[config.mk]
export PLATFORM = sky130hd
export DESIGN_NAME = alu_arbiter_flat
export DESIGN_NICKNAME = d
export VERILOG_FILES = /design/src/rtl/alu_arbiter_if.sv /design/src/rtl/alu_arbiter.sv /design/src/flat_wrapper.sv
export SDC_FILE = /design/constraint.sdc
export NUM_CORES = 1
export LEC_CHECK = 0
export ABC_AREA = 1
export CAP_MARGIN = 20
export CORE_AREA = 2 2 114 116
export CTS_CLUSTER_SIZE = 10
export DETAILED_ROUTE_END_ITERATION = 7
export DIE_AREA = 0 0 116 118
export PLACE_DENSITY = 0.84
export SKIP_LAST_GASP = 1
export SYNTH_ARGS = -nofsm -noshare
export SYNTH_HDL_FRONTEND = slang
export SYNTH_SLANG_ARGS = --single-unit
export TNS_END_PERCENT = 10
[constraint.sdc]
create_clock -name clk -period 13.2 [get_ports clk]
set_clock_uncertainty 0.05 [all_clocks]
set_input_delay 3.3 -clock clk [delete_from_list [all_inputs] [get_ports clk]]
set_output_delay 3.3 -clock clk [all_outputs]
set_load 0.05 [all_outputs]
[src/rtl/alu_arbiter_if.sv]
// Bundles the request, response and ALU-side signals of alu_arbiter.
//   master : requester/environment side (drives requests, response ready, ALU results)
//   slave  : arbiter side (drives request ready, response, ALU operands)
interface alu_arbiter_if #(
  parameter int unsigned WIDTH = 32
);
  localparam int unsigned CTRL_W = 4;

  logic              req0_valid;
  logic              req0_ready;
  logic [WIDTH-1:0]  req0_a;
  logic [WIDTH-1:0]  req0_b;
  logic [CTRL_W-1:0] req0_ctrl;

  logic              req1_valid;
  logic              req1_ready;
  logic [WIDTH-1:0]  req1_a;
  logic [WIDTH-1:0]  req1_b;
  logic [CTRL_W-1:0] req1_ctrl;

  logic              rsp0_valid;
  logic              rsp0_ready;
  logic              rsp1_valid;
  logic              rsp1_ready;
  logic [WIDTH-1:0]  rsp_data;
  logic              rsp_zero;

  logic [WIDTH-1:0]  alu_a;
  logic [WIDTH-1:0]  alu_b;
  logic [CTRL_W-1:0] alu_ctrl;
  logic [WIDTH-1:0]  alu_out;
  logic              alu_zero;

  modport master (
    output req0_valid, req0_a, req0_b, req0_ctrl,
    input  req0_ready,
    output req1_valid, req1_a, req1_b, req1_ctrl,
    input  req1_ready,
    input  rsp0_valid, rsp1_valid, rsp_data, rsp_zero,
    output rsp0_ready, rsp1_ready,
    input  alu_a, alu_b, alu_ctrl,
    output alu_out, alu_zero
  );

  modport slave (
    input  req0_valid, req0_a, req0_b, req0_ctrl,
    output req0_ready,
    input  req1_valid, req1_a, req1_b, req1_ctrl,
    output req1_ready,
    output rsp0_valid, rsp1_valid, rsp_data, rsp_zero,
    input  rsp0_ready, rsp1_ready,
    output alu_a, alu_b, alu_ctrl,
    input  alu_out, alu_zero
  );
endinterface

[src/rtl/alu_arbiter.sv]
// Round-robin arbiter sharing one external ALU between two requesters.
// One operation in flight: IDLE (grant) -> EXEC (ALU evaluates registered
// operands) -> RESP (result held until the owner consumes it).
// Ports:
//   clk   : clock, all state on rising edge
//   reset : asynchronous, active-high
//   bus   : alu_arbiter_if.slave (req0/req1, rsp0/rsp1, ALU operands/result)
module alu_arbiter #(
  parameter int unsigned WIDTH = 32
) (
  input  logic          clk,
  input  logic          reset,
  alu_arbiter_if.slave  bus
);
  localparam int unsigned CTRL_W = 4;

  typedef enum logic [1:0] {IDLE, EXEC, RESP} state_t;

  state_t            state;
  state_t            state_next;
  logic              last_grant;
  logic              owner;
  logic              grant;
  logic              accept;
  logic [WIDTH-1:0]  alu_a_q;
  logic [WIDTH-1:0]  alu_b_q;
  logic [CTRL_W-1:0] alu_ctrl_q;
  logic [WIDTH-1:0]  rsp_data_q;
  logic              rsp_zero_q;
  logic              rsp0_valid_q;
  logic              rsp1_valid_q;
  logic              owner_rsp_ready;

  // State register
  always_ff @(posedge clk or posedge reset) begin
    if (reset) begin
      state <= IDLE;
    end else begin
      state <= state_next;
    end
  end

  // Grant selection and next-state logic
  always_comb begin
    state_next = state;
    accept     = 1'b0;
    // Tie goes to the port that was not served last; otherwise the lone requester.
    if (bus.req0_valid && bus.req1_valid) begin
      grant = ~last_grant;
    end else begin
      grant = bus.req1_valid;
    end
    owner_rsp_ready = owner ? bus.rsp1_ready : bus.rsp0_ready;
    case (state)
      IDLE: begin
        if (!reset && (bus.req0_valid || bus.req1_valid)) begin
          accept     = 1'b1;
          state_next = EXEC;
        end
      end
      EXEC: state_next = RESP;
      RESP: begin
        if (owner_rsp_ready) begin
          state_next = IDLE;
        end
      end
      default: state_next = IDLE;
    endcase
  end

  // Operand capture, result capture and response valids
  always_ff @(posedge clk or posedge reset) begin
    if (reset) begin
      last_grant   <= 1'b1;
      owner        <= 1'b0;
      alu_a_q      <= '0;
      alu_b_q      <= '0;
      alu_ctrl_q   <= '0;
      rsp_data_q   <= '0;
      rsp_zero_q   <= 1'b0;
      rsp0_valid_q <= 1'b0;
      rsp1_valid_q <= 1'b0;
    end else begin
      if (accept) begin
        owner      <= grant;
        last_grant <= grant;
        alu_a_q    <= grant ? bus.req1_a    : bus.req0_a;
        alu_b_q    <= grant ? bus.req1_b    : bus.req0_b;
        alu_ctrl_q <= grant ? bus.req1_ctrl : bus.req0_ctrl;
      end
      if (state == EXEC) begin
        rsp_data_q   <= bus.alu_out;
        rsp_zero_q   <= bus.alu_zero;
        rsp0_valid_q <= ~owner;
        rsp1_valid_q <= owner;
      end else if (state == RESP && owner_rsp_ready) begin
        rsp0_valid_q <= 1'b0;
        rsp1_valid_q <= 1'b0;
      end
    end
  end

  // Request ready is a same-cycle grant indication
  assign bus.req0_ready = accept && !grant;
  assign bus.req1_ready = accept && grant;

  assign bus.rsp0_valid = rsp0_valid_q;
  assign bus.rsp1_valid = rsp1_valid_q;
  assign bus.rsp_data   = rsp_data_q;
  assign bus.rsp_zero   = rsp_zero_q;
  assign bus.alu_a      = alu_a_q;
  assign bus.alu_b      = alu_b_q;
  assign bus.alu_ctrl   = alu_ctrl_q;
endmodule

[src/flat_wrapper.sv]
// flat-port wrapper written by rule: the top's interface ports become plain ports
module alu_arbiter_flat 
#(
  parameter int unsigned WIDTH = 32
)
  (clk, reset, bus_req0_valid, bus_req0_a, bus_req0_b, bus_req0_ctrl, bus_req0_ready, bus_req1_valid, bus_req1_a, bus_req1_b, bus_req1_ctrl, bus_req1_ready, bus_rsp0_valid, bus_rsp1_valid, bus_rsp_data, bus_rsp_zero, bus_rsp0_ready, bus_rsp1_ready, bus_alu_a, bus_alu_b, bus_alu_ctrl, bus_alu_out, bus_alu_zero);
  alu_arbiter_if #(.WIDTH(WIDTH)) bus_i ();
  input  logic clk;
  input  logic reset;
  input wire logic [$bits(bus_i.req0_valid)-1:0] bus_req0_valid;
  input wire logic [$bits(bus_i.req0_a)-1:0] bus_req0_a;
  input wire logic [$bits(bus_i.req0_b)-1:0] bus_req0_b;
  input wire logic [$bits(bus_i.req0_ctrl)-1:0] bus_req0_ctrl;
  output wire logic [$bits(bus_i.req0_ready)-1:0] bus_req0_ready;
  input wire logic [$bits(bus_i.req1_valid)-1:0] bus_req1_valid;
  input wire logic [$bits(bus_i.req1_a)-1:0] bus_req1_a;
  input wire logic [$bits(bus_i.req1_b)-1:0] bus_req1_b;
  input wire logic [$bits(bus_i.req1_ctrl)-1:0] bus_req1_ctrl;
  output wire logic [$bits(bus_i.req1_ready)-1:0] bus_req1_ready;
  output wire logic [$bits(bus_i.rsp0_valid)-1:0] bus_rsp0_valid;
  output wire logic [$bits(bus_i.rsp1_valid)-1:0] bus_rsp1_valid;
  output wire logic [$bits(bus_i.rsp_data)-1:0] bus_rsp_data;
  output wire logic [$bits(bus_i.rsp_zero)-1:0] bus_rsp_zero;
  input wire logic [$bits(bus_i.rsp0_ready)-1:0] bus_rsp0_ready;
  input wire logic [$bits(bus_i.rsp1_ready)-1:0] bus_rsp1_ready;
  output wire logic [$bits(bus_i.alu_a)-1:0] bus_alu_a;
  output wire logic [$bits(bus_i.alu_b)-1:0] bus_alu_b;
  output wire logic [$bits(bus_i.alu_ctrl)-1:0] bus_alu_ctrl;
  input wire logic [$bits(bus_i.alu_out)-1:0] bus_alu_out;
  input wire logic [$bits(bus_i.alu_zero)-1:0] bus_alu_zero;
  assign bus_i.req0_valid = bus_req0_valid;
  assign bus_i.req0_a = bus_req0_a;
  assign bus_i.req0_b = bus_req0_b;
  assign bus_i.req0_ctrl = bus_req0_ctrl;
  assign bus_req0_ready = bus_i.req0_ready;
  assign bus_i.req1_valid = bus_req1_valid;
  assign bus_i.req1_a = bus_req1_a;
  assign bus_i.req1_b = bus_req1_b;
  assign bus_i.req1_ctrl = bus_req1_ctrl;
  assign bus_req1_ready = bus_i.req1_ready;
  assign bus_rsp0_valid = bus_i.rsp0_valid;
  assign bus_rsp1_valid = bus_i.rsp1_valid;
  assign bus_rsp_data = bus_i.rsp_data;
  assign bus_rsp_zero = bus_i.rsp_zero;
  assign bus_i.rsp0_ready = bus_rsp0_ready;
  assign bus_i.rsp1_ready = bus_rsp1_ready;
  assign bus_alu_a = bus_i.alu_a;
  assign bus_alu_b = bus_i.alu_b;
  assign bus_alu_ctrl = bus_i.alu_ctrl;
  assign bus_i.alu_out = bus_alu_out;
  assign bus_i.alu_zero = bus_alu_zero;
  alu_arbiter #(.WIDTH(WIDTH)) u_core (.clk(clk), .reset(reset), .bus(bus_i));
endmodule
==> run_results.csv <==
group,metric,value,unit
logic_synthesis,synth_cell_type_count,17,
placement,hpwl,11.0,mm
timing,worst_slack,4.10,ns
die,rows,41,
global_routing,grt_pass1_vias,5031,
worst_setup_path,reg2reg_depth,4,
die,die_h,118,um
logic_synthesis,yosysMostFrequentCell,"nand2_1",
clock_tree,cts_setup_buffers,0,
clock_tree,cts.clk_slew.worst_paths,0.07,ns
detailed_routing,ant_nets,0,
layout,fin_nets,1119,
clock_tree,clock-sinks,107,
power_and_ir_drop,switchingPower,1.01,mW
clock_tree,clk_path_buf_depth,2,
global_routing,grt_max_degree,78,
power_and_ir_drop,power_frac_seq,28.1,%
worst_setup_path,critical_path_class,"in2out",
detailed_routing,wl,15.4,mm
placement,place.gp.congestion,0.800,
layout,fin_util,65.6,%
timing,worst_pin_slew,0.951,ns
layout,fill_cells,1080,
timing,setup_viol,0,
placement,portBuffers,279,
timing,relSlewSlack,36.6,%
clock_tree,cts_made_buffers,9,
worst_setup_path,r2r_end,"u_core.bus.rsp_data[18]$_DFFE_PP0N_",
logic_synthesis,ys_warn_count,0,
worst_setup_path,crit_path_start,"bus_req1_valid",
logic_synthesis,synth_top_area_share,52.2,%
power_and_ir_drop,leakagePower,4.12,nW
global_routing,grt_usage,22.2,%
status,run_status,"completed",
global_routing,grt.overflow.total,0,
logic_synthesis,ys_ff_latch,107,
worst_setup_path,crit_end,"bus_req0_ready",
power_and_ir_drop,ir_drop,139,uV
logic_synthesis,netlist_area,0.00508,mm2
worst_setup_path,worstPathRequired,9.85,ns
logic_synthesis,yosys-top-cells-count,"nand2_1, dfrtp_1, nand3_1",
worst_setup_path,startpoint_type,"input pin",
power_and_ir_drop,p_sw_share,50.5,%
timing,min_period,9.10,ns
logic_synthesis,ys_top_cells_by_area,"dfrtp_1, nand2_1, nand3_1",
logic_synthesis,synth_edf_count,0,
clock_tree,clock-root-buffer,"clkbuf_16",
clock_tree,cts_resized,0,
timing,slew_violations,0,
clock_tree,cts_tree,"yes",
logic_synthesis,synthCells,691,
die,core,0.0124,mm2
die,initial_utilization,40.9,%
clock_tree,cts_hold_buf,0,
global_routing,antenna_found_initial,0,
worst_setup_path,worstPathMaxFanout,71,
logic_synthesis,synthFlopType,"dfrtp_1",
die,die-area,0.0137,mm2
timing,final_hold_viol_count,0,
power_and_ir_drop,p_clk_share,12.4,%
global_routing,grt_pass1_wl,24.0,mm
power_and_ir_drop,p_int,0.991,mW
timing,max_freq,0.110,GHz
logic_synthesis,syn_nets,866,
logic_synthesis,seq_area_frac_synth,52.7,%
layout,multi_input_area,0.00212,mm2
worst_setup_path,reg2reg_from,"u_core.state[0]$_DFFE_PP0P_",
timing,finalSetupTns,0,ns
logic_synthesis,avgSynthCellArea,7.36,um2
logic_synthesis,async_flop_share,100,%
clock_tree,htreeDepth,3,
worst_setup_path,critical_path_arrival,5.75,ns
timing,fin_crit_sh,69.0,%
worst_setup_path,reg2reg_slack,10.73,ns
power_and_ir_drop,combPwrFrac,59.5,%
clock_tree,clk_latency,0.34,ns
logic_synthesis,synth_top_area_cell,"dfrtp_1",
detailed_routing,vias_per_cell,4.63,
placement,dp_slack,4.09,ns
power_and_ir_drop,p_per_area,246,mW/mm2
job,drv_cap,0,
layout,syn2layout_area_growth,60.3,%
detailed_routing,post_drt_wl_per_cell,13.7,um
layout,n_antenna_cell,0,
detailed_routing,vias,5185,
layout,drive_gt1_share,3.06,%
layout,seqCellArea,0.00268,mm2
detailed_routing,dr.pass1.iters,4,
worst_setup_path,endpoint_kind,"primary output",
hold_path,hold_class,"reg2reg",
detailed_routing,drc,0,
die,die_w,116,um
die,io_pins,280,
detailed_routing,dr.first_iter.drc_count,210,
timing,rsz0062_at_grt,"false",
==> cell usage in the layout, fill, tap and decap left out <==
cell and instances:
nand2_1 454, clkdlybuf4s50_1 278, dfrtp_1 106, nand3_1 71
clkbuf_16 9, inv_1 5, buf_4 5, nand2_2 3
nor2_1 3, clkinvlp_4 2, inv_6 2, clkinv_2 2
inv_4 1, o21ai_1 1, nor2_4 1, or2_1 1
nand2_4 1, clkinv_1 1, clkinv_4 1, buf_2 1
dfstp_2 1
==> flip-flops by register name, indices dropped and copies added, names as in the netlist, 2 cells and up <==
name                 flops
u_core.bus.alu_ctrl      4
u_core.state             2
u_core.bus.rsp_data     32
u_core.bus.alu_a        32
u_core.bus.alu_b        32
==> stage by stage <==
stage	total power, mW	cells	hold slack (ns)	instance area, um2
finish	2.00	1121	0.424	8150
global route	2.11	1121	0.448	8150
CTS	2.02	1121	0.430	8150
detailed placement	1.77	1105	0.414	7870
global placement	1.75	1105	0.410	7870
floorplan	1.34	691	0.399	5080
==> per-layer routing <==
layer	up-vias	share of wire, %	GRT usage [%]
met5	-	0	0
met4	0	2.9	9.00
met3	32	9.8	6.85
met2	212	48	38.9
met1	2322	39	24.7
li1	2619	-	-
==> critical path, cell delays in order <==
cell and delay, ns:
buf_2 0.08, buf_4 0.57, or2_1 0.24, nand2_4 0.40
nor2_1 0.24, clkdlybuf4s50_1 0.88
==> cell families after synthesis <==
| logic type | synth area share, % |
|---|---|
| AND/OR/NAND/NOR | 41.6 |
| flip-flops | 52.7 |
| buffers and inverters | 5.64 |
| AO/OA/AOI/OAI | 0.0984 |
==> layout make-up <==
class                           count  area share, %
Tap cell                          172           2.64
Clock buffer                        9           2.76
Clock inverter                      7          0.630
Inverter                            7          0.353
Sequential cell                   107           32.9
Multi-Input combinational cell    535           26.1
Timing Repair Buffer              284           34.7
==> power by group through the flow <==
stage	Sequential, mW	Clock [mW]	Combinational, mW
floorplan	1.08	0	0.264
global placement	0.563	0	1.19
detailed placement	0.566	0	1.20
CTS	0.564	0.255	1.20
global route	0.582	0.268	1.26
finish	0.564	0.248	1.19
==> how the worst min path moves through the flow <==
stage                                      from                          endpoint  slack, ns  cells past startpoint
2_1_floorplan     u_core.last_grant$_DFFE_PP1P_     u_core.last_grant$_DFFE_PP1P_       0.40                      2
3_3_place_gp      u_core.last_grant$_DFFE_PP1P_     u_core.last_grant$_DFFE_PP1P_       0.41                      2
3_5_place_dp   u_core.bus.alu_a[25]$_DFFE_PP0P_  u_core.bus.alu_a[25]$_DFFE_PP0P_       0.41                      2
4_1_cts           u_core.last_grant$_DFFE_PP1P_     u_core.last_grant$_DFFE_PP1P_       0.43                      2
5_1_grt        u_core.bus.alu_b[11]$_DFFE_PP0P_  u_core.bus.alu_b[11]$_DFFE_PP0P_       0.45                      2
6_report          u_core.last_grant$_DFFE_PP1P_     u_core.last_grant$_DFFE_PP1P_       0.42                      2
No activity file was read; power rests on OpenSTA's default activity.
